--- src/rtl/vote_session_ctrl.sv ---
// vote_session_ctrl: one 4-voter ballot session with timeout and one-hot verdict
// Ports:
//   clk, rst (async, active-high)
//   start        open a session (accepted in IDLE and DONE)
//   abort        cancel everything, back to IDLE
//   vote_valid/vote_val  per-voter ballot strobe and value (1 = yes)
//   busy         high in COLLECT and EVAL
//   voted        voters whose ballot has been latched
//   yes_count    yes tally, valid in DONE
//   result       {fail, tie, pass} one-hot
//   result_valid high throughout DONE
//   timed_out    session closed by timeout
module vote_session_ctrl #(
  parameter int TIMEOUT_CYCLES = 16
) (
  input  logic       clk,
  input  logic       rst,
  input  logic       start,
  input  logic       abort,
  input  logic [3:0] vote_valid,
  input  logic [3:0] vote_val,
  output logic       busy,
  output logic [3:0] voted,
  output logic [2:0] yes_count,
  output logic [2:0] result,
  output logic       result_valid,
  output logic       timed_out
);
  localparam int TW = $clog2(TIMEOUT_CYCLES + 1);
  typedef enum logic [1:0] {IDLE, COLLECT, EVAL, DONE} state_t;
  state_t state, next;
  logic [3:0] ballot, acc, yes;
  logic [TW-1:0] timer;
  logic all_in, tmo, opening;
  logic [2:0] cnt;
  assign acc = state == COLLECT ? vote_valid & ~voted : 4'b0;
  assign all_in = (voted | acc) == 4'b1111;
  assign tmo = timer == TW'(TIMEOUT_CYCLES - 1);
  assign opening = start && (state == IDLE || state == DONE);
  assign yes = ballot & voted;
  assign cnt = {2'b0, yes[0]} + {2'b0, yes[1]} + {2'b0, yes[2]} + {2'b0, yes[3]};
  always_comb begin
    next = state;
    if (abort) next = IDLE;
    else if (opening) next = COLLECT;
    else if (state == COLLECT) next = (all_in || tmo) ? EVAL : COLLECT;
    else if (state == EVAL) next = DONE;
  end
  always_ff @(posedge clk or posedge rst)
    if (rst) state <= IDLE;
    else state <= next;
  always_ff @(posedge clk or posedge rst)
    if (rst) begin
      voted <= '0;
      ballot <= '0;
      yes_count <= '0;
      result <= '0;
      timed_out <= 1'b0;
      timer <= '0;
      busy <= 1'b0;
      result_valid <= 1'b0;
    end else begin
      busy <= next == COLLECT || next == EVAL;
      result_valid <= next == DONE;
      if (abort || opening) begin
        voted <= '0;
        ballot <= '0;
        yes_count <= '0;
        result <= '0;
        timed_out <= 1'b0;
        timer <= '0;
      end else if (state == COLLECT) begin
        voted <= voted | acc;
        ballot <= (ballot & ~acc) | (vote_val & acc);
        timer <= timer + TW'(1);
        // completion in the timeout cycle wins over the timeout flag
        timed_out <= tmo && !all_in;
      end else if (state == EVAL) begin
        yes_count <= cnt;
        result <= {cnt <= 3'd1, cnt == 3'd2, cnt >= 3'd3};
      end
    end
endmodule
--- config.mk ---
export PLATFORM = sky130hd
export DESIGN_NAME = vote_session_ctrl
export DESIGN_NICKNAME = d
export VERILOG_FILES = /design/src/rtl/vote_session_ctrl.sv
export SDC_FILE = /design/constraint.sdc
export NUM_CORES = 1
export LEC_CHECK = 0
export ABC_AREA = 1
export BUFFER_PORTS_ARGS = -buffer_cell sky130_fd_sc_hd__buf_2
export CORE_MARGIN = 3
export CORE_UTILIZATION = 55
export CTS_BUF_LIST = sky130_fd_sc_hd__clkbuf_8 sky130_fd_sc_hd__clkbuf_16
export DETAILED_ROUTE_END_ITERATION = 8
export PLACE_DENSITY = 0.8
export SYNTH_ARGS = -nofsm -noshare
export SYNTH_HDL_FRONTEND = slang
export SYNTH_SLANG_ARGS = --single-unit
export TNS_END_PERCENT = 5
--- constraint.sdc ---
create_clock -name clk -period 3.15 [get_ports clk]
set_clock_uncertainty 0.15 [all_clocks]
set_input_delay 0 -clock clk [delete_from_list [all_inputs] [get_ports clk]]
set_output_delay 0 -clock clk [all_outputs]
set_load 0.01 [all_outputs]
==> out/qor.tcl, run 1 <==
set qor(setup_slack_ns) 0.2894
set qor(layout.filler_cells) 147
set qor(cts-resized-gates) 0
set qor(power_leakage_nw) 0.8253
set qor(class_of_the_most_critical_hold_timing_path) {in -> reg}
set qor(core.rowCount) 16
set qor(worst_slew_pin_slew_ns) 0.8773
set qor(floorplan.core_area_mm2) 0.002082
set qor(drcViolationCount) 0
set qor(floorplan.initialDensity_pct) 61.06
set qor(final_core_utilization_pct) 77.46
set qor(grt_antenna_before_repair) 0
set qor(end_kind) {flop}
set qor(synth_seq_cells) 24
set qor(cts_tree) {done}
set qor(finalWeightedCongestion) 0.7991
set qor(share_of_the_clock_period_used_by_the_worst_path_pct) 90.81
set qor(pre_cts_ws_ns) 0.8808
set qor(r2r_slack_ns) 0.29
set qor(io_pins) 25
set qor(slew_headroom_pct) 41.45
set qor(path_clk_slew_ns) 0.08
set qor(crit_start) {state[1]}
set qor(report.power.total_uw) 978.8
set qor(depth_of_the_cts_h_tree) 1
set qor(cts-root-buf) {sky130_fd_sc_hd__clkbuf_8}
set qor(num-nets-final) 205
set qor(maxSlewViolCount) 0
set qor(route.final.wire_length_um) 2776
set qor(cell_type_contributing_the_most_total_cell_area_after_synthesis) {sky130_fd_sc_hd__dfrtp_1}
set qor(worst_r2r_path_depth) 6
set qor(critPathKind) {reg -> reg}
set qor(timing_hold_violations_final) 0
set qor(clk_latency_ns) 0.25
set qor(area_growth_pct) 26.87
set qor(max-cap-violations) 0
set qor(dp.final_hpwl_um) 1885
set qor(post-route-min-period_ns) 2.861
set qor(syn_inst_count) 139
set qor(cts_sinks) 24
set qor(detail_route.iter0.violations) 19
set qor(power-per-cell-area_mw_per_mm2) 606.9
set qor(r2r-start) {state[1]}
set qor(die_height_um) 54.08
set qor(critPathCapture) {ballot[0]}
set qor(startpoint_type) {flop}
set qor(drive_above_1_share_pct) 22.78
set qor(rsz_0062_raised_after_global_routing) {false}
set qor(timing.hold.ws_ns) 0.1186
set qor(max_clock_freq_ghz) 0.3496
set qor(first_global_vias) 1099
set qor(synth_edf_count) 0
set qor(grt_first_pass_wirelength_um) 4671
set qor(number_of_warnings_printed_during_yosys_synthesis) 0
set qor(synth.cell_area_mm2) 0.001271
set qor(ys_seq_area_share_pct) 47.24
set qor(setup_viol) 0
set qor(number_of_antenna_cells_inserted) 0
set qor(post_drt_wl_per_cell_um) 13.41
set qor(die_x_um) 54.08
set qor(synth-async-reset-ratio_pct) 100.0
set qor(netlist.area_leader.share_pct) 47.24
set qor(status) {finished clean}
set qor(avgSynthCellArea_um2) 9.145
set qor(yosys_most_used_dff) {sky130_fd_sc_hd__dfrtp_1}
set qor(fin_tns_setup_ns) 0
set qor(drt_pre_antenna_iters) 4
set qor(die_ar_mm2) 0.002924
set qor(crit_path_max_fanout) 13
set qor(synth.area.top_cells) {sky130_fd_sc_hd__dfrtp_1 (47%), sky130_fd_sc_hd__ha_1 (9.8%), sky130_fd_sc_hd__a21oi_1 (6.3%), sky130_fd_sc_hd__nand2_1 (5.6%), sky130_fd_sc_hd__inv_1 (5.0%)}
set qor(worst-endpoint-required_ns) 3.19
set qor(final_antenna_net_count) 0
set qor(pin_count_of_the_biggest_net_entering_global_routing) 25
set qor(clock_path_buffers) 2
set qor(cts_buffers) 3
set qor(postSynthNetCount) 162
set qor(r2r-end) {ballot[0]}
set qor(post_cts_buffers) 0
set qor(synth.lib_cells_used.distinct) 24
set qor(grt_residual_overflow) 0
set qor(grt_use_total_pct) 22.34
set qor(route.detailed.vias_per_inst) 5.280
set qor(buffer_ports.inserted) 24
set qor(ir_drop_uv) 550.1
set qor(total_via_count_after_detailed_routing) 1093
set qor(critPathArrivalTime_ns) 2.90
## logic make-up after synthesis
group | count (synthesis) | synth area share [%]
AOI/OAI and AO/OA | 32 | 13.68
adders and majority gates | 11 | 11.42
buffers and inverters | 27 | 9.153
DFF | 24 | 47.24
and+or+nand+nor | 45 | 18.50
## layout by cell type (no fill, tap or decap), types with 5 or more instances in the layout
cell	count
sky130_fd_sc_hd__ha_1	10
sky130_fd_sc_hd__nand4_1	5
sky130_fd_sc_hd__a21oi_1	16
sky130_fd_sc_hd__dfrtp_1	24
sky130_fd_sc_hd__inv_2	6
sky130_fd_sc_hd__o21ai_1	8
sky130_fd_sc_hd__buf_2	24
sky130_fd_sc_hd__nand3_1	9
sky130_fd_sc_hd__inv_1	17
sky130_fd_sc_hd__nand2_1	19
sky130_fd_sc_hd__dlygate4sd3_1	17
## worst max-delay path: stages, from the launching register on
cell and delay [ns]:
sky130_fd_sc_hd__dfrtp_1 0.39, sky130_fd_sc_hd__inv_1 0.10, sky130_fd_sc_hd__ha_1 0.63, sky130_fd_sc_hd__nand4_1 0.19, sky130_fd_sc_hd__dlygate4sd3_1 0.61, sky130_fd_sc_hd__a21oi_1 0.15, sky130_fd_sc_hd__dlygate4sd3_1 0.58
## registers in the layout (all words and copies together) (netlist names)
signal / count
ballot: 4
busy: 1
result: 3
result_valid: 1
state: 2
timed_out: 1
timer: 5
voted: 4
yes_count: 3
## report_power, final
| group | switching, mW | internal, mW |
|---|---|---|
| logic | 0.264 | 0.147 |
| clock network | 0.0860 | 0.0851 |
| registers | 0.0381 | 0.359 |
## how the worst min path moves through the flow
stage / from / to / slack (ns) / cells after the start
6_report: start / voted[3] / 0.12 / 4
5_1_grt: start / voted[3] / 0.16 / 4
4_1_cts: start / ballot[1] / 0.10 / 4
3_5_place_dp: abort / state[0] / 0.04 / 2
3_3_place_gp: abort / state[0] / 0.03 / 2
2_1_floorplan: rst / ballot[0] / -0.14 / 1
## per-layer routing
| metal | GRT usage (%) | part of all wire (%) | vias to the layer above |
|---|---|---|---|
| li1 | - | - | 550 |
| met2 | 40.93 | 50 | 28 |
| met5 | 0 | 0 | - |
| met3 | 3.878 | 3.8 | 6 |
| met1 | 26.06 | 44 | 509 |
| met4 | 7.469 | 1.7 | 0 |
## cell type report
cell class | instances | area (um^2) | share of cell area [%]
flip-flops and latches | 24 | 600.6 | 37.24
repair buffers | 41 | 290.3 | 18.00
inverters | 24 | 92.59 | 5.741
clock buffers | 3 | 41.29 | 2.560
multi-input cells | 88 | 554.3 | 34.37
well taps | 27 | 33.78 | 2.095
## stage by stage
stage               cells  area, um^2
floorplan             139        1271
global placement      187        1401
detailed placement    187        1401
CTS                   207        1613
global route          207        1613
finish                207        1613
## Yosys cell counts (2+ instances only)
library cell              number
sky130_fd_sc_hd__dfrtp_1      24
sky130_fd_sc_hd__nand2_1      19
sky130_fd_sc_hd__inv_1        17
sky130_fd_sc_hd__a21oi_1      16
sky130_fd_sc_hd__ha_1         10
sky130_fd_sc_hd__nand3_1       9
sky130_fd_sc_hd__o21ai_1       8
sky130_fd_sc_hd__inv_2         6
sky130_fd_sc_hd__nand4_1       5
sky130_fd_sc_hd__nand2_2       3
sky130_fd_sc_hd__nor2_1        3
sky130_fd_sc_hd__nor3_1        3
sky130_fd_sc_hd__o21ai_0       3
sky130_fd_sc_hd__o21a_1        2
sky130_fd_sc_hd__o31ai_1       2
## timing repair
action,4_1_cts,5_1_grt
endpoints found under the hold margin,34,0
setup endpoints to repair,0,0
hold buffers,17,0
Note: power is estimated with default switching activity, not from simulation.
==> run 2: changes to the inputs <==
- CTS_CLUSTER_SIZE: not set -> 10
- PLACE_DENSITY: 0.8 -> 0.81
==> out/qor.tcl, run 2 (synthesis gave the netlist of run 1 again) <==
set qor(die_x_um) 54.08 ;# unchanged
set qor(finalWeightedCongestion) 0.8288 ;# +3.7%
set qor(biggest_regs) {timer (5), ballot (4), voted (4)}
set qor(cts_sinks) 24 ;# unchanged
set qor(critPathArrivalTime_ns) 2.92 ;# +0.02 ns
set qor(cts-root-buf) {sky130_fd_sc_hd__clkbuf_8}
set qor(power-per-cell-area_mw_per_mm2) 665.1 ;# +9.6%
set qor(cts.hold.buffers_added) 16 ;# -1
set qor(slowest_stage) {sky130_fd_sc_hd__ha_1}
set qor(io_pins) 25 ;# unchanged
set qor(depth_of_the_cts_h_tree) 1 ;# unchanged
set qor(cp_top_family) {buffers and inverters}
set qor(slew_headroom_pct) 38.58 ;# -2.9 points
set qor(fin_tns_setup_ns) 0 ;# unchanged
set qor(path_clk_slew_ns) 0.09 ;# about the same
set qor(route.met2.wl_um) 1686 ;# +21%
set qor(setup_viol) 0 ;# unchanged
set qor(drive_above_1_share_pct) 23.33 ;# +0.56 points
set qor(end_kind) {flop}
set qor(grt_residual_overflow) 0 ;# unchanged
set qor(post_drt_wl_per_cell_um) 15.67 ;# +17%
set qor(status) {finished clean}
set qor(cp.buffers_inverters) 3 ;# unchanged
set qor(crit_top_cell) {sky130_fd_sc_hd__dlygate4sd3_1}
set qor(largest_register_ffs) 5 ;# unchanged
set qor(setup_slack_ns) 0.2848 ;# -0.004621 ns
set qor(number_of_antenna_cells_inserted) 0 ;# unchanged
set qor(worst-endpoint-required_ns) 3.21 ;# +0.02 ns
set qor(startpoint_type) {flop}
set qor(post-route-min-period_ns) 2.865 ;# +0.004621 ns
set qor(maxSlewViolCount) 0 ;# unchanged
set qor(power_leakage_nw) 0.8343 ;# +1.1%
set qor(cts-resized-gates) 0 ;# unchanged
set qor(grt_first_pass_wirelength_um) 5347 ;# +14%
set qor(floorplan.core_area_mm2) 0.002082 ;# unchanged
set qor(clk_latency_ns) 0.27 ;# +0.02 ns
set qor(buffer_ports.inserted) 24 ;# unchanged
set qor(maxUsedRoutingLayer) {met4}
set qor(max-cap-violations) 0 ;# unchanged
set qor(post_cts_buffers) 0 ;# unchanged
set qor(route.detailed.vias_per_inst) 5.454 ;# +3.3%
set qor(crit_path_max_incr_delay_ns) 0.64 ;# about the same
set qor(grt_antenna_before_repair) 0 ;# unchanged
set qor(route.layer.met1.wl_um) 1369 ;# +11%
set qor(crit_path_max_fanout) 13 ;# unchanged
set qor(max_clock_freq_ghz) 0.3490 ;# -0.16%
set qor(top_library_cells_by_usage_in_the_layout_fill_and_taps_aside) {sky130_fd_sc_hd__dfrtp_1 (24), sky130_fd_sc_hd__buf_2 (24), sky130_fd_sc_hd__nand2_1 (19)}
set qor(cts_tree) {done}
set qor(finalInstanceArea_mm2) 0.001633 ;# +1.2%
set qor(route.final.wire_length_um) 3243 ;# +17%
set qor(share_of_the_clock_period_used_by_the_worst_path_pct) 90.96 ;# +0.15 points
set qor(die_height_um) 54.08 ;# unchanged
set qor(rsz_0062_raised_after_global_routing) {false}
set qor(drcViolationCount) 0 ;# unchanged
set qor(class_of_the_most_critical_hold_timing_path) {in -> reg}
set qor(cts_buffers) 3 ;# unchanged
set qor(die_ar_mm2) 0.002924 ;# unchanged
set qor(detail_route.iter0.violations) 19 ;# unchanged
set qor(area_growth_pct) 28.45
set qor(dp.final_hpwl_um) 1983 ;# +5.2%
set qor(placed_cell_area_mm2) 0.001401 ;# unchanged
set qor(floorplan.initialDensity_pct) 61.06 ;# unchanged
set qor(grt_use_total_pct) 25.70 ;# +3.4 points
set qor(clock_path_buffers) 2 ;# unchanged
set qor(layout.filler_cells) 132 ;# -10%
set qor(critPathKind) {reg -> reg}
set qor(num-nets-final) 204 ;# -0.49%
set qor(core.rowCount) 16 ;# unchanged
set qor(total_via_count_after_detailed_routing) 1129 ;# +3.3%
set qor(registers.top_by_ff_count) {timer}
set qor(final_antenna_net_count) 0 ;# unchanged
set qor(first_global_vias) 1223 ;# +11%
set qor(ir_drop_uv) 608.8 ;# +11%
set qor(drt_pre_antenna_iters) 4 ;# unchanged
set qor(pre_cts_ws_ns) 0.8267 ;# -0.05418 ns
set qor(pin_count_of_the_biggest_net_entering_global_routing) 25 ;# unchanged
set qor(worst_slew_pin_slew_ns) 0.9202 ;# +0.04295 ns
set qor(timing.critical_path.cells) {inv_1, ha_1, nand4_1, dlygate4sd3_1, a21oi_1, dlygate4sd3_1}
set qor(timing_hold_violations_final) 0 ;# unchanged
set qor(met3WireLength_um) 126 ;# +19%
run 2: layer usage:
metal  up-vias  GRT usage [%]
li1        539              -
met1       554          29.30
met2        28          47.78
met3         8          4.986
met4         0          7.884
met5         -              0
run 2: where the power goes:
group	switching, mW	internal, mW	total [mW]
logic	0.272	0.140	0.412
registers	0.0422	0.359	0.401
clock network	0.103	0.170	0.273
total	0.417	0.669	1.09
run 2: worst register-to-register path, delay by kind of cell (launching register included):
family | cells | cell delay [ns]
adders and majority gates | 1 | 0.64
AOI/OAI and AO/OA | 1 | 0.16
DFF | 1 | 0.41
and+or+nand+nor | 1 | 0.15
buffers and inverters | 3 | 1.29
run 2: final cells by class:
class | count | area, um^2 | share of cell area, %
clock buffers | 3 | 41.29 | 2.529
repair buffers | 40 | 280.3 | 17.16
multi-input cells | 88 | 554.3 | 33.95
well taps | 27 | 33.78 | 2.069
flip-flops and latches | 24 | 600.6 | 36.78
clock inverters | 1 | 30.03 | 1.839
inverters | 24 | 92.59 | 5.670
run 2: worst paths after layout:
path	slack, ns	startpoint	endpoint	cells after the start
min reg2reg	0.36	yes_count[1]	yes_count[1]	2
max in group asynchronous	1.97	rst	ballot[0]	3
max reg2reg	0.28	state[1]	ballot[3]	6
min	0.04	start	state[0]	4
max	0.28	state[1]	ballot[3]	6
min in group asynchronous	0.32	rst	timer[3]	3
run 2: per-stage QoR:
| stage | cells | utilization (%) | total power [mW] | hold slack [ns] |
|---|---|---|---|---|
| 5_1_grt | 207 | 78.43 | 1.155 | 0.06356 |
| 3_5_place_dp | 187 | 67.31 | 0.7762 | 0.04200 |
| 4_1_cts | 207 | 78.43 | 1.072 | 0.04143 |
| 3_3_place_gp | 187 | 67.31 | 0.7551 | 0.03420 |
| 2_1_floorplan | 139 | - | 0.6959 | -0.1354 |
| 6_report | 207 | 78.43 | 1.086 | 0.04263 |
==> run 3: changes to the inputs <==
- CORE_UTILIZATION: 55 -> 53
- PLACE_DENSITY: 0.81 -> 0.78
- clock period: 3.15 -> 3.14 ns (I/O delays scaled with it)
==> out/qor.tcl, run 3 (synthesis gave the netlist of run 1 again) <==
set qor(power_leakage_nw) 0.8233 ;# -1.3%
set qor(multi_input_area_um2) 554.3 ;# unchanged
set qor(whs_path_depth) 4 ;# unchanged
set qor(pre_cts_ws_ns) 0.8778 ;# +0.05110 ns
set qor(biggest_regs) {timer (5), ballot (4), voted (4)}
set qor(groute.layer.met2.usage_pct) 40.75 ;# -7.0 points
set qor(drcViolationCount) 0 ;# unchanged
set qor(power.share.clock_pct) 25.5 ;# +0.3 points
set qor(post_drt_wl_per_cell_um) 13.99 ;# -11%
set qor(registers.top_by_ff_count) {timer}
set qor(share_of_the_clock_period_used_by_the_worst_path_pct) 89.70 ;# -1.3 points
set qor(layout.filler_cells) 165 ;# +25%
set qor(die_ar_mm2) 0.003022 ;# +3.4%
set qor(startpoint_type) {flop}
set qor(buffer_ports.inserted) 24 ;# unchanged
set qor(ir_drop_uv) 602.1 ;# -1.1%
set qor(worst-endpoint-required_ns) 3.20 ;# about the same
set qor(number_of_antenna_cells_inserted) 0 ;# unchanged
set qor(r2r_slack_ns) 0.32 ;# +0.04 ns
set qor(depth_of_the_cts_h_tree) 1 ;# unchanged
set qor(cts_buffers) 3 ;# unchanged
set qor(worst_slew_pin_slew_ns) 0.9000 ;# -0.02019 ns
set qor(largest_register_ffs) 5 ;# unchanged
set qor(r2r-end) {ballot[3]}
set qor(detail_route.iter0.violations) 17 ;# -2
set qor(fin_tns_setup_ns) 0 ;# unchanged
set qor(grt_antenna_before_repair) 0 ;# unchanged
set qor(post_cts_buffers) 0 ;# unchanged
set qor(cts_tree) {done}
set qor(global_route.usage.met3_pct) 3.217 ;# -1.8 points
set qor(sequential_standard_cell_area_um2) 600.6 ;# unchanged
set qor(critPathKind) {reg -> reg}
set qor(floorplan.core_area_mm2) 0.002233 ;# +7.3%
set qor(p_comb_share_pct) 37.7 ;# -0.2 points
set qor(r2r-start) {state[1]}
set qor(core.rowCount) 17 ;# +1
set qor(post-route-min-period_ns) 2.817 ;# -0.04854 ns
set qor(total_via_count_after_detailed_routing) 1091 ;# -3.4%
set qor(power_switching_share_pct) 37.83 ;# -0.58 points
set qor(rsz_0062_raised_after_global_routing) {false}
set qor(pin_count_of_the_biggest_net_entering_global_routing) 25 ;# unchanged
set qor(die_height_um) 54.98 ;# +1.7%
set qor(first_global_vias) 1098 ;# -10%
set qor(cts-root-buf) {sky130_fd_sc_hd__clkbuf_8}
set qor(slew_headroom_pct) 39.93 ;# +1.3 points
set qor(path_clk_slew_ns) 0.09 ;# about the same
set qor(grtUsageMet1_pct) 27.41 ;# -1.9 points
set qor(class_of_the_most_critical_hold_timing_path) {in -> reg}
set qor(report.power.total_mw) 1.076 ;# -0.92%
set qor(io_pins) 25 ;# unchanged
set qor(status) {finished clean}
set qor(grt_use_total_pct) 22.95 ;# -2.7 points
set qor(worst_r2r_path_depth) 6 ;# unchanged
set qor(cts_sinks) 24 ;# unchanged
set qor(route.final.wire_length_um) 2882 ;# -11%
set qor(area_growth_pct) 26.97
set qor(power-per-cell-area_mw_per_mm2) 666.7 ;# +0.24%
set qor(clock_path_buffers) 2 ;# unchanged
set qor(setup_slack_ns) 0.3233 ;# +0.03854 ns
set qor(power.sequential.fraction_pct) 36.8 ;# about the same
set qor(end_kind) {flop}
set qor(whs_endpoint) {state[0]}
set qor(max-cap-violations) 0 ;# unchanged
set qor(grt_residual_overflow) 0 ;# unchanged
set qor(drt_pre_antenna_iters) 4 ;# unchanged
set qor(drive_above_1_share_pct) 23.60 ;# +0.26 points
set qor(timing_hold_violations_final) 0 ;# unchanged
set qor(finalWeightedCongestion) 0.7638 ;# -7.8%
set qor(power.internal_uw) 669.0 ;# about the same
set qor(die_x_um) 54.98 ;# +1.7%
set qor(grt_first_pass_wirelength_um) 4899 ;# -8.4%
set qor(critPathArrivalTime_ns) 2.87 ;# -0.05 ns
set qor(grt_busiest_layer) {met2}
set qor(min-delay-start) {start}
set qor(floorplan.initialDensity_pct) 56.92 ;# -4.1 points
set qor(clk_latency_ns) 0.27 ;# about the same
set qor(top_library_cells_by_usage_in_the_layout_fill_and_taps_aside) {sky130_fd_sc_hd__dfrtp_1 (24), sky130_fd_sc_hd__buf_2 (24), sky130_fd_sc_hd__nand2_1 (19)}
set qor(dp.final_hpwl_um) 1921 ;# -3.1%
set qor(max_clock_freq_ghz) 0.3550 ;# +1.7%
set qor(crit_path_max_fanout) 13 ;# unchanged
set qor(maxSlewViolCount) 0 ;# unchanged
set qor(switching_power_uw) 407.0 ;# -2.4%
set qor(final_antenna_net_count) 0 ;# unchanged
set qor(num-nets-final) 202 ;# -0.98%
set qor(route.detailed.vias_per_inst) 5.296 ;# -2.9%
set qor(setup_viol) 0 ;# unchanged
[run 3: cell types whose count changed in the layout (fill, tap and decap cells not counted), sizes merged]
cell         delta
dlygate4sd3     -2
[run 3: what timing repair did]
action	4_1_cts	5_1_grt
endpoints found under the hold margin	34	0
gates resized for setup	0	0
hold buffers	14	0
[run 3: worst max path at each step]
stage,start,cells after the start,end
2_1_floorplan,voted[0],8,result[2]
3_3_place_gp,state[1],8,busy
3_5_place_dp,state[1],8,busy
4_1_cts,state[1],6,ballot[3]
5_1_grt,state[1],6,ballot[3]
6_report,state[1],6,ballot[3]
[run 3: critical path: stages, from the launching register on]
cell	delay, ns
sky130_fd_sc_hd__dfrtp_1	0.39
sky130_fd_sc_hd__inv_1	0.10
sky130_fd_sc_hd__ha_1	0.62
sky130_fd_sc_hd__nand4_1	0.17
sky130_fd_sc_hd__dlygate4sd3_1	0.61
sky130_fd_sc_hd__a21oi_1	0.15
sky130_fd_sc_hd__dlygate4sd3_1	0.57
[run 3: per-stage QoR]
step                cells  cell area [um^2]  util, %  hold slack [ns]
floorplan             139              1271        -          -0.1354
global placement      188              1403    62.80          0.03135
detailed placement    188              1403    62.80          0.03893
CTS                   206              1614    72.27          0.03001
global route          206              1614    72.27          0.06184
finish                206              1614    72.27          0.02582
[run 3: layout make-up]
class	count	area share (%)
sequential	24	37.21
multi-input combinational	88	34.34
timing repair buffer	38	16.12
inverter	24	5.736
tap	28	2.171
clock buffer	3	2.558
clock inverter	1	1.860
[run 3: layer usage]
metal / wire length (um) / up-vias
li1: - / 538
met1: 1243 / 522
met2: 1466 / 21
met3: 91 / 10
met4: 81 / 0
met5: 0 / -
[run 3: power groups by stage]
stage	clock [mW]	combinational, mW	sequential, mW
6_report	0.274	0.406	0.396
5_1_grt	0.287	0.455	0.403
3_5_place_dp	0	0.375	0.401
4_1_cts	0.272	0.398	0.395
2_1_floorplan	0	0.291	0.407
3_3_place_gp	0	0.358	0.398
